==> config.mk <==
export PLATFORM = sky130hd
export DESIGN_NAME = armleocpu_tlb
export DESIGN_NICKNAME = d
export VERILOG_FILES = /design/src/rtl/armleocpu_tlb.sv
export SDC_FILE = /design/constraint.sdc
export NUM_CORES = 1
export LEC_CHECK = 0
export ABC_AREA = 1
export CAP_MARGIN = 20
export CORE_MARGIN = 2
export CORE_UTILIZATION = 25
export DETAILED_ROUTE_END_ITERATION = 12
export GPL_TIMING_DRIVEN = 0
export PLACE_DENSITY_LB_ADDON = 0.12
export SYNTH_ARGS = -nofsm -noshare
export SYNTH_HDL_FRONTEND = slang
export SYNTH_SLANG_ARGS = --single-unit
==> constraint.sdc <==
create_clock -name clk -period 8.55 [get_ports clk]
set_input_delay 2.565 -clock clk [delete_from_list [all_inputs] [get_ports clk]]
set_output_delay 2.565 -clock clk [all_outputs]
set_load 0.02 [all_outputs]
==> src/rtl/armleocpu_tlb.sv <==
// Direct-mapped Sv32 TLB sitting between a cache and armleocpu_ptw.
// Misses are refilled from the page-table walker; faulting walks are never cached.
module armleocpu_tlb #(
    parameter int ENTRIES = 16
) (
    input  logic        clk,
    input  logic        rst,
    input  logic        req_valid,
    output logic        req_ready,
    input  logic [19:0] req_vpn,
    output logic        resp_valid,
    output logic [21:0] resp_ppn,
    output logic [7:0]  resp_access_bits,
    output logic        resp_pagefault,
    output logic        resp_accessfault,
    input  logic        invalidate,
    input  logic        matp_mode,
    output logic        ptw_resolve_request,
    input  logic        ptw_resolve_ack,
    output logic [19:0] ptw_virtual_address,
    input  logic        ptw_resolve_done,
    input  logic        ptw_resolve_pagefault,
    input  logic        ptw_resolve_accessfault,
    input  logic [7:0]  ptw_resolve_access_bits,
    input  logic [21:0] ptw_resolve_physical_address
);
    localparam int IDX = $clog2(ENTRIES);
    localparam int TAG = 20 - IDX;

    typedef enum logic [1:0] {IDLE, LOOKUP, REFILL_REQ, REFILL_WAIT} state_t;

    state_t             state;
    logic [19:0]        saved_vpn;
    logic [ENTRIES-1:0] valid;
    logic               drop;
    logic [TAG-1:0]     tag_mem  [ENTRIES];
    logic [21:0]        ppn_mem  [ENTRIES];
    logic [7:0]         bits_mem [ENTRIES];

    logic [IDX-1:0]     idx;
    logic [TAG-1:0]     saved_tag;
    logic               hit;
    logic               refill_write;

    assign idx       = saved_vpn[IDX-1:0];
    assign saved_tag = saved_vpn[19:IDX];
    assign req_ready = (state == IDLE);
    assign ptw_virtual_address = saved_vpn;

    // A same-cycle invalidate must win over both the lookup and the refill write.
    assign hit = valid[idx] && !invalidate && (tag_mem[idx] == saved_tag);
    assign refill_write = (state == REFILL_WAIT) && ptw_resolve_done
                          && !ptw_resolve_pagefault && !ptw_resolve_accessfault
                          && !drop && !invalidate;

    always_ff @(posedge clk) begin
        if (refill_write) begin
            tag_mem[idx]  <= saved_tag;
            ppn_mem[idx]  <= ptw_resolve_physical_address;
            bits_mem[idx] <= ptw_resolve_access_bits;
        end
    end

    always_ff @(posedge clk) begin
        if (rst) begin
            state               <= IDLE;
            saved_vpn           <= '0;
            valid               <= '0;
            drop                <= 1'b0;
            resp_valid          <= 1'b0;
            resp_ppn            <= '0;
            resp_access_bits    <= '0;
            resp_pagefault      <= 1'b0;
            resp_accessfault    <= 1'b0;
            ptw_resolve_request <= 1'b0;
        end else begin
            resp_valid <= 1'b0;
            if (invalidate)
                valid <= '0;
            else if (refill_write)
                valid[idx] <= 1'b1;

            case (state)
                IDLE: begin
                    drop <= 1'b0;
                    if (req_valid) begin
                        saved_vpn <= req_vpn;
                        if (matp_mode) begin
                            state <= LOOKUP;
                        end else begin
                            resp_valid       <= 1'b1;
                            resp_ppn         <= {2'b00, req_vpn};
                            resp_access_bits <= 8'hCF;
                            resp_pagefault   <= 1'b0;
                            resp_accessfault <= 1'b0;
                        end
                    end
                end
                LOOKUP: begin
                    if (hit) begin
                        resp_valid       <= 1'b1;
                        resp_ppn         <= ppn_mem[idx];
                        resp_access_bits <= bits_mem[idx];
                        resp_pagefault   <= 1'b0;
                        resp_accessfault <= 1'b0;
                        state            <= IDLE;
                    end else begin
                        ptw_resolve_request <= 1'b1;
                        state               <= REFILL_REQ;
                    end
                end
                REFILL_REQ: begin
                    if (invalidate)
                        drop <= 1'b1;
                    if (ptw_resolve_ack) begin
                        ptw_resolve_request <= 1'b0;
                        state               <= REFILL_WAIT;
                    end
                end
                REFILL_WAIT: begin
                    if (invalidate)
                        drop <= 1'b1;
                    if (ptw_resolve_done) begin
                        resp_valid       <= 1'b1;
                        resp_ppn         <= ptw_resolve_physical_address;
                        resp_access_bits <= ptw_resolve_access_bits;
                        resp_pagefault   <= ptw_resolve_pagefault;
                        resp_accessfault <= ptw_resolve_accessfault;
                        drop             <= 1'b0;
                        state            <= IDLE;
                    end
                end
                default: state <= IDLE;
            endcase
        end
    end
endmodule

==> flow_summary.yaml <==
logic_synthesis:
  synth_edf_count: 736
  synth_cells: 2812
  synth_ff_type: "edfxtp_1"
  synth.area.top_cells: "edfxtp_1 (68%), nor2_1 (5.7%), o21ai_0 (5.4%)"
  yosys.area.top_type_share_pct: 67.8
  synth-seq-area-share_pct: 72.5
  ys_types: 28
  yosys_warnings: 0
  synthArstFlopShare_pct: 0
  yosys.cell_count.top_type: "edfxtp_1"
  synth_seq_cells: 813
  syn_nets: 2871
  netlist_area_mm2: 0.0326
  synth_top_area_cell: "edfxtp_1"
  ys_top_cells_by_count: "edfxtp_1 (736), nor2_1 (495), nand2_1 (434), o21ai_0 (351), nand3_1 (221)"
  syn_area_per_cell_um2: 11.6
critical_path:
  critPathLaunch: "ptw_virtual_address[19]$_SDFFE_PP0P_"
  slowest_delay_ps: 920
  crit_family: "flip-flops"
  cp.arrival_ps: 2370
  cp.depth: 1
  worstPathRequired_ps: 5990
  path_buf_inv: 1
  path_class: "reg -> out"
  crit_path_top_delay_cell: "dfxtp_1"
  regToRegSetupSlack_ps: 4470
  cp_max_fo: 19
  r2r_cells: 11
  endpoint_kind: "output port"
  r2r_end: "resp_ppn[18]$_SDFFE_PP0P_"
  crit_end: "ptw_virtual_address[19]"
  start_kind: "flop"
  worstPathCellList: "clkdlybuf4s50_1"
timing:
  hold_viol_final: 0
  slew_headroom_pct: 33.6
  fin_skew_ps: 21.4
  drv_slew: 0
  fin_setup_tns_ps: 0
  worst_slew_pin_slew_ps: 996
  finalSetupViolCount: 0
  grt_setup_unrepaired: "no"
  hold_ws_ps: 479
  setup_ws_ps: 3620
  fin_crit_sh_pct: 57.7
  clock.fmax_mhz: 203
  fin_crit_ps: 4930
die:
  start_util_pct: 25.2
  rows: 132
  dieArea_mm2: 0.133
  die_w_um: 365
  io_pins: 114
  core-area_mm2: 0.129
  die_h_um: 365
drt:
  antenna_left: 0
  drtIter0Drc: 2392
  viasPerCell: 4.76
  first_pass_iters: 5
  vias: 23200
  avgRoutedWirePerCell_um: 25.9
  drcViolationCount: 0
  routed_wl_mm: 126
clock_tree:
  cts_tree: "done"
  cts_resized: 0
  cts.htree.levels: 3
  hold_buffers: 0
  clockBufferDepth: 3
  post-cts-setup-buffers: 0
  clkTransAtPathRegs_ps: 60
  cts_buffers: 90
  cts_root_buf: "clkbuf_16"
  cts.sinks: 813
  clkLatencyLatePin_ps: 670
global_routing:
  grt_pass1_wl_mm: 176
  antenna_found_initial: 7
  grt_max_degree: 24
  globalRouteOverflowTotal: 0
  grt_usage_pct: 18.7
  grt_pass1_vias: 22900
placed_design:
  portBuffers: 113
  place.gp.congestion: 0.822
  placed_area_mm2: 0.0368
  dpl.hpwl_mm: 86.9
  place_ws_ps: 2940
  place_inst: 4702
power_and_ir_drop:
  power.leakage_nw: 13.5
  powerDensity_mw_per_mm2: 266
  total_power_mw: 10.5
  peakVddDrop_mv: 0.148
layout:
  regArea_mm2: 0.0236
  multi_input_area_mm2: 0.00782
  fillerInstances: 13200
  final_util_pct: 30.6
  final_nets: 3112
  syn_to_final_growth_pct: 21.7
  final_cell_count_no_fill: 4869
  drive_gt1_share_pct: 7.62
  design_area_mm2: 0.0397
flow_run:
  cap_violations: 0
run_status:
  outcome: "finished, final reports clean"
hold_path:
  hold_class: "reg -> reg"
[cell type report]
| cell class | count | share of cell area [%] |
|---|---|---|
| multi-input cells | 1691 | 19.7 |
| flip-flops and latches | 813 | 59.6 |
| clock buffers | 120 | 6.14 |
| diodes | 2 | 0.0126 |
| clock inverters | 44 | 1.16 |
| well taps | 1742 | 5.49 |
| inverters | 131 | 1.24 |
| repair buffers | 149 | 4.70 |
| plain buffers | 177 | 1.95 |
[kinds of logic after synthesis]
group | Yosys count | synth area share, %
AOI/OAI and AO/OA | 525 | 9.19
and+or+nand+nor | 1166 | 14.4
buffers and inverters | 308 | 3.88
DFF | 813 | 72.5
[cells in the final DEF (no fill, tap or decap), types with 68 or more instances in the layout]
master and instances:
clkdlybuf4s50_1 113, inv_1 127, clkbuf_1 134, nand2_1 434
dfxtp_1 77, nand3_1 221, nor2_1 479, edfxtp_1 736
o221ai_1 68, o21ai_0 351, clkbuf_16 92
[sequential cells by signal, summed over array words and instances (netlist names), named ones only]
name / cells
ppn_mem: 352
state: 1
resp_accessfault: 1
tag_mem: 256
ptw_resolve_request: 1
bits_mem: 128
resp_pagefault: 1
resp_valid: 1
resp_access_bits: 8
drop: 1
resp_ppn: 22
ptw_virtual_address: 20
valid: 16
[where the power goes]
| part | internal, mW | total [mW] | switching, mW | leakage, nW |
|---|---|---|---|---|
| Combinational | 0.562 | 2.07 | 1.51 | 4.77 |
| Clock | 2.25 | 3.89 | 1.64 | 1.41 |
| Sequential | 4.44 | 4.58 | 0.133 | 7.29 |
[layer usage]
metal | routed length [µm] | GRT usage (%) | vias up
met5 | 8 | 0 | -
met4 | 2990 | 4.53 | 2
met3 | 8660 | 3.49 | 162
met2 | 57700 | 29.9 | 845
met1 | 56700 | 26.0 | 11700
li1 | - | - | 10500
[worst min path at each step]
stage,from,endpoint,depth (start not counted)
after floorplan,valid[0]$_SDFFE_PP0P_,valid[0]$_SDFFE_PP0P_,2
after global placement,valid[2]$_SDFFE_PP0P_,valid[2]$_SDFFE_PP0P_,2
after detailed placement,valid[4]$_SDFFE_PP0P_,valid[4]$_SDFFE_PP0P_,2
after CTS,valid[4]$_SDFFE_PP0P_,valid[4]$_SDFFE_PP0P_,2
after global routing,drop$_SDFFE_PP0P_,drop$_SDFFE_PP0P_,2
final,valid[4]$_SDFFE_PP0P_,valid[4]$_SDFFE_PP0P_,2
Power figures use the tool's default switching activity.
